## config.mk

```make
export PLATFORM = sky130hd
export DESIGN_NAME = csc_frame_ctrl
export DESIGN_NICKNAME = d
export VERILOG_FILES = /design/src/rtl/csc_frame_ctrl.sv
export SDC_FILE = /design/constraint.sdc
export NUM_CORES = 1
export LEC_CHECK = 0
export BUFFER_PORTS_ARGS = -buffer_cell sky130_fd_sc_hd__buf_2
export CORE_MARGIN = 3
export CORE_UTILIZATION = 55
export CTS_BUF_LIST = sky130_fd_sc_hd__clkbuf_2 sky130_fd_sc_hd__clkbuf_4 sky130_fd_sc_hd__clkbuf_8
export DETAILED_ROUTE_END_ITERATION = 8
export PLACE_DENSITY = 0.79
export SLEW_MARGIN = 20
export SYNTH_ARGS = -nofsm -noshare
export SYNTH_HDL_FRONTEND = slang
export SYNTH_SLANG_ARGS = --single-unit
```

## constraint.sdc

```tcl
create_clock -name pclk -period 2.4 [get_ports pclk]
set_clock_uncertainty 0.2 [all_clocks]
set_input_delay 0.24 -clock pclk [delete_from_list [all_inputs] [get_ports pclk]]
set_output_delay 0.24 -clock pclk [all_outputs]
set_load 0.03 [all_outputs]
```

## src/rtl/csc_frame_ctrl.sv

```systemverilog
// Frame-synchronous standard select, frame/line/pixel tracking and geometry check for the CSC stage.
// Outputs registered (cfg_ready combinational); frame_done lags vsync fall by PIPE_DLY; cfg held off while one update is pending.
module csc_frame_ctrl #(
    parameter int          WIDTH    = 1280,
    parameter int          HEIGHT   = 960,
    parameter int          PIPE_DLY = 5,
    parameter logic [1:0]  DEF_STD  = 2'b00
) (
    input  logic        pclk,
    input  logic        rst,
    input  logic        cfg_valid,
    input  logic [1:0]  cfg_std,
    output logic        cfg_ready,
    input  logic        in_href,
    input  logic        in_vsync,
    output logic [1:0]  conv_standard,
    output logic        cfg_pending,
    output logic        frame_active,
    output logic        frame_done,
    output logic        size_err,
    output logic [15:0] line_cnt,
    output logic [15:0] frame_cnt
);
    localparam int          DW       = (PIPE_DLY > 1) ? $clog2(PIPE_DLY) : 1;
    localparam logic [15:0] L_WIDTH  = 16'(WIDTH);
    localparam logic [15:0] L_HEIGHT = 16'(HEIGHT);
    localparam logic [DW-1:0] L_DRAIN = DW'(PIPE_DLY - 1);

    typedef enum logic [1:0] {S_IDLE, S_ACTIVE, S_DRAIN} state_t;

    state_t        r_state;
    logic          r_vsync_q, r_href_q;
    logic [1:0]    r_conv_std, r_pend_std;
    logic          r_cfg_pending, r_frame_active, r_frame_done, r_size_err;
    logic [15:0]   r_line, r_pix, r_frames;
    logic [DW-1:0] r_drain;

    logic        w_vs_rise, w_vs_fall, w_hs_fall, w_xfer;
    logic [15:0] w_pix_inc, w_line_inc, w_pix_end;

    assign w_vs_rise  = in_vsync & ~r_vsync_q;
    assign w_vs_fall  = ~in_vsync & r_vsync_q;
    assign w_hs_fall  = ~in_href & r_href_q;
    assign w_xfer     = cfg_valid & ~r_cfg_pending;
    assign w_pix_inc  = (r_pix == 16'hFFFF) ? r_pix : r_pix + 16'd1;
    assign w_line_inc = (r_line == 16'hFFFF) ? r_line : r_line + 16'd1;
    // A line still active when vsync drops ends on this cycle, including this pixel.
    assign w_pix_end  = in_href ? w_pix_inc : r_pix;

    always_ff @(posedge pclk or posedge rst) begin
        if (rst) begin
            r_state        <= S_IDLE;
            r_vsync_q      <= 1'b0;
            r_href_q       <= 1'b0;
            r_conv_std     <= DEF_STD;
            r_pend_std     <= DEF_STD;
            r_cfg_pending  <= 1'b0;
            r_frame_active <= 1'b0;
            r_frame_done   <= 1'b0;
            r_size_err     <= 1'b0;
            r_line         <= 16'd0;
            r_pix          <= 16'd0;
            r_frames       <= 16'd0;
            r_drain        <= '0;
        end else begin
            r_vsync_q    <= in_vsync;
            r_href_q     <= in_href;
            r_frame_done <= 1'b0;
            if (w_xfer) begin
                r_pend_std    <= cfg_std;
                r_cfg_pending <= 1'b1;
            end
            case (r_state)
                S_IDLE: begin
                    if (w_vs_rise) begin
                        r_state        <= S_ACTIVE;
                        r_frame_active <= 1'b1;
                        r_size_err     <= 1'b0;
                        r_line         <= 16'd0;
                        r_pix          <= 16'd0;
                        // Only an update pending before this edge applies; w_xfer cannot coincide.
                        if (r_cfg_pending) begin
                            r_conv_std    <= r_pend_std;
                            r_cfg_pending <= 1'b0;
                        end
                    end
                end
                S_ACTIVE: begin
                    if (w_vs_fall) begin
                        r_state        <= S_DRAIN;
                        r_frame_active <= 1'b0;
                        r_drain        <= L_DRAIN;
                        r_pix          <= 16'd0;
                        if (w_hs_fall || in_href) begin
                            r_line <= w_line_inc;
                            if (w_pix_end != L_WIDTH || w_line_inc != L_HEIGHT)
                                r_size_err <= 1'b1;
                        end else if (r_line != L_HEIGHT) begin
                            r_size_err <= 1'b1;
                        end
                    end else if (w_hs_fall) begin
                        r_line <= w_line_inc;
                        r_pix  <= 16'd0;
                        if (r_pix != L_WIDTH)
                            r_size_err <= 1'b1;
                    end else if (in_href) begin
                        r_pix <= w_pix_inc;
                    end
                end
                S_DRAIN: begin
                    // Early frame start: close the old frame now, but keep the pending standard.
                    if (w_vs_rise) begin
                        r_frame_done   <= 1'b1;
                        r_frames       <= r_frames + 16'd1;
                        r_state        <= S_ACTIVE;
                        r_frame_active <= 1'b1;
                        r_size_err     <= 1'b0;
                        r_line         <= 16'd0;
                        r_pix          <= 16'd0;
                    end else if (r_drain == '0) begin
                        r_frame_done <= 1'b1;
                        r_frames     <= r_frames + 16'd1;
                        r_state      <= S_IDLE;
                    end else begin
                        r_drain <= r_drain - 1'b1;
                    end
                end
                default: r_state <= S_IDLE;
            endcase
        end
    end

    assign cfg_ready     = ~r_cfg_pending;
    assign conv_standard = r_conv_std;
    assign cfg_pending   = r_cfg_pending;
    assign frame_active  = r_frame_active;
    assign frame_done    = r_frame_done;
    assign size_err      = r_size_err;
    assign line_cnt      = r_line;
    assign frame_cnt     = r_frames;
endmodule

```

### Word-level counts from Yosys, hierarchy flattened

Cells that the tools add are included.
W data, S select, Z words.

| cells by class | value |
|---|---|
| add/sub/neg operators | 4 |
| multipliers | 0 |
| divide/modulo/power cells | 0 |
| $lt $le $gt $ge | 0 |
| equality and inequality tests | 19 |
| shifts and indexed selects | 0 |
| multiplexer cells | 40 |
| bitwise operators | 8 |
| reductions and logical operators | 16 |

Operator list:

| kind | number |
|---|---|
| $mux W16 | 11 |
| $pmux W16 S2 | 2 |
| $add A16 B1 Y16 const B | 3 |
| $eq A16 B16 Y1 const B | 2 |
| $ne A16 B10 Y1 const B | 2 |
| $ne A16 B11 Y1 const B | 2 |
| $mux W1 | 16 |
| $ne A3 B3 Y1 const B | 4 |
| $mux W3 | 3 |
| $reduce_and A3 Y1 | 3 |
| $mux W2 | 4 |
| $ne A2 B2 Y1 const B | 4 |
| $ne A4 B4 Y1 const B | 2 |
| $reduce_and A4 Y1 | 2 |
| $pmux W2 S3 | 1 |
| $pmux W3 S2 | 1 |
| $reduce_and A6 Y1 | 1 |
| $reduce_bool A2 Y1 | 3 |
| $and A1 B1 Y1 | 4 |
| $not A1 Y1 | 4 |
| $pmux W1 S2 | 2 |
| $reduce_and A2 Y1 | 2 |
| $logic_not A3 Y1 | 1 |
| $sub A3 B1 Y3 const B | 1 |
| other kinds (6) | 7 |

| word-level totals | value |
|---|---|
| register bits after elaboration | 63 |
| latch bits | 0 |
| bits in writable memories | 0 |
| memory bits (read-only) | 0 |
| bits of input ports | 7 |
| output and inout port bits | 39 |
| word-level logic and storage cells | 100 |
| memories | 0 |

### Depth between registers and ports, before layout

Gate-level depths: netlist of run 1.

| logic depth | value |
|---|---|
| depth after elaboration | 9 |
| mapped depth | 9 |

### Worst setup path after synthesis of run 1

OpenSTA, ideal clock, no wires.

| timing | value |
|---|---|
| path type | reg2reg |
| start point | reg r_line[0] (netlist: line_cnt[0]) |
| end point | reg r_size_err (netlist: size_err) |
| setup time | 136 ps |
| data arrival time | 2,522 ps |
| data required time | 2,064 ps |
| slack | -458 ps |
| stages on the path, launching flop included | 9 |
| path buffers | 0 |
| clock period less this slack | 2,858 ps |
| cell sequence | dfrtp_1 ha_1 nand4_4 or4_4 and4_4 xnor2_1 a2111oi_0 and4b_1 a31oi_1 |

| on the way | value |
|---|---|
| cells in the longest elaborated chain, start to end | 6 |

Ends and longest elaborated chain:

| element | RTL line | RTL |
|---|---|---|
| start, declared | 35 | `logic [15:0] r_line, r_pix, r_frames;` |
| start signal, assigned | 95 | `r_line <= w_line_inc;` |
| start signal, assigned | 102 | `r_line <= w_line_inc;` |
| $add A16 B1 Y16 or $eq A16 B16 Y1 (tied branches) | 46 | `assign w_line_inc = (r_line == 16'hFFFF) ? r_line : r_line + 16'd1;` |
| $mux W16 | 46 |  |
| $ne A16 B10 Y1 | 96 | `if (w_pix_end != L_WIDTH \|\| w_line_inc != L_HEIGHT)` |
| $logic_or A1 B1 Y1 | 96 |  |
| $ne A4 B4 Y1 (no source line) | -- |  |
| $reduce_and A6 Y1 (no source line) (*) | -- |  |
| end signal, assigned | 97 | `r_size_err <= 1'b1;` |
| end signal, assigned | 99 | `r_size_err <= 1'b1;` |
| end signal, assigned | 105 | `r_size_err <= 1'b1;` |
| end, declared | 34 | `logic r_cfg_pending, r_frame_active, r_frame_done, r_size_err;` |

Every way passes the cells marked *; elsewhere a longest branch is shown, timed or not.
A chain may end at the register's enable or synchronous reset.

### Final worst setup path of run 1

| timing | value |
|---|---|
| start point | reg r_pix[1] |
| end point | reg r_size_err (netlist: size_err) |

| on the way | value |
|---|---|
| cells in the longest elaborated chain, start to end | 7 |

Ends and longest elaborated chain:

| element | RTL line | RTL |
|---|---|---|
| start, declared | 35 |  |
| start signal, assigned | 107 | `r_pix <= w_pix_inc;` |
| $add A16 B1 Y16 or $eq A16 B16 Y1 (tied branches) | 45 | `assign w_pix_inc = (r_pix == 16'hFFFF) ? r_pix : r_pix + 16'd1;` |
| $mux W16 | 45 |  |
| $mux W16 | -- |  |
| $ne A16 B11 Y1 | 96 |  |
| $logic_or A1 B1 Y1 | 96 |  |
| $ne A4 B4 Y1 (no source line) | -- |  |
| $reduce_and A6 Y1 (no source line) (*) | -- |  |

Marks and branches as above.

==> results of run 1 <==
## cells by family (layout without fill, tap and decap cells)
group	after synthesis	after routing	synth area share, %
DFF	63	63	42.2
AOI/OAI and AO/OA	88	88	13.8
muxes	12	12	3.41
buffers and inverters	44	146	4.69
xor gates and xnor gates	26	26	6.09
adders and majority gates	7	7	2.34
and+or+nand+nor	193	193	27.5
## synth_stat cells (9+ instances only)
| master | instances |
|---|---|
| dfrtp_1 | 63 |
| nand2_1 | 51 |
| nor2_1 | 33 |
| o21ai_0 | 32 |
| a21oi_1 | 25 |
| nand3_1 | 23 |
| inv_1 | 19 |
| nand4_1 | 19 |
| clkbuf_1 | 17 |
| xnor2_1 | 16 |
| and3_1 | 10 |
| xor2_1 | 10 |
| nor3_1 | 9 |
## metrics by stage
stage                     hold WS (ns)  total power [mW]  std cells  TNS, ns
after floorplan                 0.0714              2.69        433   -0.168
after global placement          0.0924              3.26        588  -0.0173
after detailed placement         0.105              3.33        588  -0.0727
after CTS                        0.160              4.46        611        0
after global routing             0.214              4.76        612  -0.0927
final                            0.189              4.51        612  -0.0273
## where the power goes
part           internal [mW]  total (mW)  switching, mW
clock                  0.604        1.06          0.452
sequential              1.30        1.49          0.193
combinational          0.730        1.96           1.23
total                   2.63        4.51           1.88
## cell type report
type / instances / area [um^2] / area share, %
clock buffer: 10 / 131 / 2.72
sequential: 63 / 1590 / 33.0
tap: 77 / 96.3 / 2.00
inverter: 19 / 73.8 / 1.53
multi-input combinational: 326 / 2080 / 43.1
clock inverter: 6 / 93.8 / 1.95
timing repair buffer: 111 / 759 / 15.7
## repair_timing
action	CTS	global route
setup endpoints to repair	1	9
resized for setup	12	12
endpoints found under the hold margin	28	0
hold buffers	6	0
setup buffers	1	1
pin swaps	10	3
## worst paths after layout
check,depth (start not counted),from,end,slack (ns)
max,8,r_pix[1],size_err,-0.03
min,4,in_vsync,r_state[0],0.19
max reg2reg,8,r_pix[1],size_err,-0.03
min reg2reg,1,frame_cnt[15],frame_cnt[15],0.27
max in group asynchronous,4,rst,line_cnt[0],1.12
min in group asynchronous,3,rst,frame_cnt[1],0.28
## registers in the layout (all words and copies together) (netlist names)
signal,flops
r_pix,16
frame_cnt,16
size_err,1
frame_done,1
r_href_q,1
conv_standard,2
cfg_pending,1
frame_active,1
line_cnt,16
r_vsync_q,1
r_pend_std,2
r_state,2
r_drain,3
## cells in the final DEF (no fill, tap or decap), types with 3 or more instances in the layout
cell,count
nand2_1,51
dfrtp_1,51
dlygate4sd3_1,6
buf_4,56
a31oi_1,4
inv_1,16
o21ai_1,3
or4_1,3
mux2i_1,6
ha_1,5
nor2_1,31
o22ai_1,6
buf_2,45
xnor2_1,16
nand3_1,22
dfrtp_2,12
nand4_1,19
nand2b_1,8
clkbuf_8,9
and3_1,10
a21oi_1,24
nor2b_1,6
nor4_1,6
mux2_2,6
o21ai_0,30
and4_1,5
o31ai_1,8
xor2_1,10
buf_6,3
nor3_1,8
## layer usage
layer	track usage [%]	routed length, um	vias to the layer above
li1	-	-	1751
met1	37.1	4360	1782
met2	43.5	4740	191
met3	5.49	764	19
met4	9.48	182	0
met5	0	0	-
## tightest hold or removal path, cell delays in order
cell and delay [ns]:
buf_2 0.12, nand2b_1 0.16, nand2_1 0.10, nand2_1 0.07
==> results.tsv, run 1 <==
metric	value	unit
worstSetupEndpointType	register	
dr.pass1.iters	5	
via_count	3743	
status	finished with violations	
layout-drive-gt1-share	30.7	%
detailedPlace.worstSlack	-0.0727	ns
synth_cell_type_count	47	
cts_num_sinks	63	
netlist.area_leader.share	42.2	%
hp-class	input port to register	
yosysSeqAreaShare	42.2	%
period_minus_slack	2.43	ns
start_util	57.9	%
finalHoldViolations	0	
critPathKind	register to register	
cts_tree	done	
peakVddDrop	810	uV
synthFlopType	dfrtp_1	
grt_usage	27.3	%
numCtsBuffers	9	
layout.nets	544	
timing.slew.headroom	53.2	%
ioPinCount	46	
grt_max_degree	41	
critical_path_buf_inv_count	0	
coreArea	6460	um^2
finalSetupViolCount	1	
grt_pass1_wl	16700	um
syn-instance-count	433	
leakage	2.17	nW
wirelength	10000	um
portBuffers	45	
synth.avg_cell_area	8.63	um^2
cts.htree.levels	3	
required	2.41	ns
rsz0062_at_grt	yes	
antenna_found_initial	0	
critPathTopFamily	simple AND/OR/NAND/NOR gates	
placed_area	4430	um^2
p_per_area	935	nW/um^2
path_cells	ha_1 > and4_2 > nand4_1 > nand3_1 > a2111oi_2 > a2bb2oi_1 > and4b_1 > a31oi_1	
clockBufferDepth	2	
hpwlAfterDp	7020	um
ys_warn_count	0	
clock-root-buffer	clkbuf_8	
drc_errors	0	
grt_pass1_vias	3603	
worstSetupStartpointType	register	
path_clk_slew	0.07	ns
insertion_delay	0.34	ns
die_y	88.4	um
yosysTopAreaCell	dfrtp_1	
synth_enable_flop_cells	0	
cp_slowest_cell	dfrtp_1	
drv_slew	0	
fp-row-count	29	
vias_per_cell	6.12	
fin_area	4820	um^2
synth_seq_cells	63	
cp_max_fo	5	
final.setup.worst_slack	-0.0273	ns
async_reset_ff_share	100	%
synth.cell_area	3740	um^2
grt_overflow_total	0	
n_fill_cell	459	
violations	negative setup slack	
wire_per_inst	16.4	um
syn-num-nets	447	
max_slew.worst_pin.slew	0.697	ns
critPathArrivalTime	2.43	ns
ant_nets	0	
fmax	412	MHz
die_area	7820	um^2
place_congestion	0.954	
final_util	74.7	%
cap_violations	0	
finalCritPeriodShare	101	%
synth_top_cells_by_area	dfrtp_1 42%, nand2_1 5.1%, o21ai_0 4.3%, xnor2_1 3.7%, a21oi_1 3.3%	
antenna_cells	0	
slowest_delay	0.43	ns
first_iter_violations	396	
dieWidth	88.4	um
area_growth	29.0	%
(Power assumes the default switching activity.)
==> run 2, diff against run 1 <==
CORE_MARGIN = not set   (was 3)
PLACE_DENSITY = 0.76   (was 0.79)
SETUP_SLACK_MARGIN = 0.4   (was not set)
clock period = 2.6 ns   (was 2.4 ns; I/O delays follow)
==> run 2 against run 1 <==
Net effect:
- die area fell by 8.8%
- sequential share of layout area is essentially flat
- register-to-register slack improved by 0.10 ns
- clock-buffer cell count is the same
- hold slack improved by 0.021 ns
- via count increased by 0.13%
- highest routed layer unchanged
- utilization is 0.097 points higher
- fmax fell by 3.8%
- non-clock buffer count fell by 6
- clock power is 10% lower
- sequential power shrank 8%
- the run ends with design-rule violations left
- total power decreased by 7.9%
==> results.tsv, run 2 (same netlist as run 1, synthesis figures left out) <==
metric	value	unit	change
dr.pass1.iters	7		was 5
insertion_delay	0.35	ns	was 0.34 ns
path_clk_slew	0.08	ns	was 0.07 ns
pwr-share-comb	44.0	%	was 43.5%
worstSetupEndpointType	register		unchanged
die_y	84.4	um	was 88.4 um
drc_errors	2		was 0
layout-drive-gt1-share	31.8	%	was 30.7%
status	finished with violations		unchanged
numCtsBuffers	9		unchanged
grt_usage	28.7	%	was 27.3%
finalSetupViolCount	0		was 1
cts_tree	done		unchanged
tns	0	ns	was -0.0273 ns
cap_violations	0		unchanged
layout.nets	538		was 544
wirelength	10300	um	was 10000 um
grt_max_degree	37		was 41
power_switching_share	41.7	%	was 41.6%
ant_nets	0		unchanged
max_slew.worst_pin.slew	0.595	ns	was 0.697 ns
critPathArrivalTime	2.53	ns	was 2.43 ns
final_cell_count_no_fill	606		was 612
drv_slew	0		unchanged
grt_overflow_total	0		unchanged
finalCritPeriodShare	97.0	%	was 101%
required	2.61	ns	was 2.41 ns
portBuffers	45		unchanged
area_growth	29.2	%	was 29.0%
n_fill_cell	460		was 459
die_area	7130	um^2	was 7820 um^2
clockBufferDepth	2		unchanged
slowest_delay	0.56	ns	was 0.43 ns
clkPwrFrac	22.9	%	was 23.4%
worstSetupStartpointType	register		unchanged
mostFrequentLayoutCell	nand2_1		was buf_4
path_cells	buf_4 > ha_4 > nand4_4 > or4_4 > nand2_4 > nand3_1 > a2111oi_2 > and4b_1 > a31oi_1		was ha_1 > and4_2 > nand4_1 > nand3_1 > a2111oi_2 > a2bb2oi_1 > and4b_1 > a31oi_1
dieWidth	84.4	um	was 88.4 um
cp_slowest_cell	or4_4		was dfrtp_1
final_util	74.8	%	was 74.7%
grt_pass1_vias	3445		was 3603
hpwlAfterDp	6760	um	was 7020 um
antenna_found_initial	0		unchanged
hp-class	input port to register		unchanged
grt_pass1_wl	15900	um	was 16700 um
cts_num_sinks	63		unchanged
finalPower	4.15	mW	was 4.51 mW
hold-worst-slack	0.210	ns	was 0.189 ns
p_per_area	860	nW/um^2	was 935 nW/um^2
power.switching	1.73	mW	was 1.88 mW
p_seq_share	33.1	%	about the same
vias_per_cell	6.18		was 6.12
fp-row-count	29		unchanged
place_congestion	0.927		was 0.954
first_iter_violations	371		was 396
cp_max_fo	5		unchanged
finalHoldViolations	0		unchanged
via_count	3748		was 3743
wire_per_inst	17.0	um	was 16.4 um
timing.slew.headroom	60.3	%	was 53.2%
start_util	57.9	%	unchanged
violations	design-rule violations		was negative setup slack
antenna_cells	0		unchanged
critPathKind	register to register		unchanged
clock-root-buffer	clkbuf_8		unchanged
final_cell_mix	50 x nand2_1, 49 x buf_4, 48 x dfrtp_1		was 56 x buf_4, 51 x nand2_1, 51 x dfrtp_1
leakage	2.16	nW	was 2.17 nW
dp.cells	572		was 588
peakVddDrop	748	uV	was 810 uV
cts.htree.levels	3		unchanged
fmax	396	MHz	was 412 MHz
period_minus_slack	2.52	ns	was 2.43 ns
rsz0062_at_grt	yes		unchanged
ioPinCount	46		unchanged
coreArea	6460	um^2	unchanged
p_int	2.42	mW	was 2.63 mW
==> run 2: area by class of cell <==
type	instances	area [um^2]	share of cell area (%)
inverter	19	81.3	1.68
tap	77	96.3	1.99
clock buffer	10	131	2.72
timing repair buffer	105	718	14.9
clock inverter	6	85.1	1.76
multi-input combinational	326	2120	44.0
sequential	63	1600	33.0
==> run 2: critical path: cells and delay by family, from the launching register on <==
kind	cells	cell delay, ns
adders and majority gates	1	0.13
buffers and inverters	1	0.11
AOI/OAI and AO/OA	2	0.47
DFF	1	0.36
and+or+nand+nor	5	1.11
==> run 2: routing by layer <==
layer | vias up | GRT usage (%) | routed length (um)
met5 | - | 0 | 0
met4 | 0 | 14.2 | 300
met3 | 41 | 6.19 | 572
met2 | 179 | 45.3 | 4960
met1 | 1790 | 37.6 | 4480
li1 | 1738 | - | -
==> run 2: path summary, 6_finish.rpt <==
path,from,to,slack (ns),depth (start not counted)
worst max-delay path,line_cnt[1],size_err,0.08,9
worst min-delay path,in_vsync,r_state[0],0.21,4
worst max register to register,line_cnt[1],size_err,0.08,9
worst min register to register,frame_cnt[15],frame_cnt[15],0.29,1
max in group asynchronous,rst,line_cnt[2],1.24,4
min in group asynchronous,rst,frame_cnt[14],0.33,3
==> run 2: power by group through the flow <==
stage	combinational, mW	clock (mW)	sequential, mW
after floorplan	0.823	0	1.67
after global placement	1.57	0	1.37
after detailed placement	1.63	0	1.39
after CTS	1.68	0.965	1.37
after global routing	1.97	0.995	1.40
final	1.83	0.951	1.37
==> run 2: per-stage QoR <==
stage	setup WS [ns]	cell area (um^2)
finish	0.0772	4830
CTS	0.156	4650
global placement	0.110	4320
floorplan	0.0344	3790
detailed placement	0.0216	4320
global route	-0.0108	4830
==> run 2: timing repair <==
action,in CTS,in global routing
hold buffers,6,0
gates cloned,0,0
resized for setup,5,35
setup buffers,4,8
endpoints found under the setup margin,2,11
pin swaps,7,14
endpoints found under the hold margin,32,0
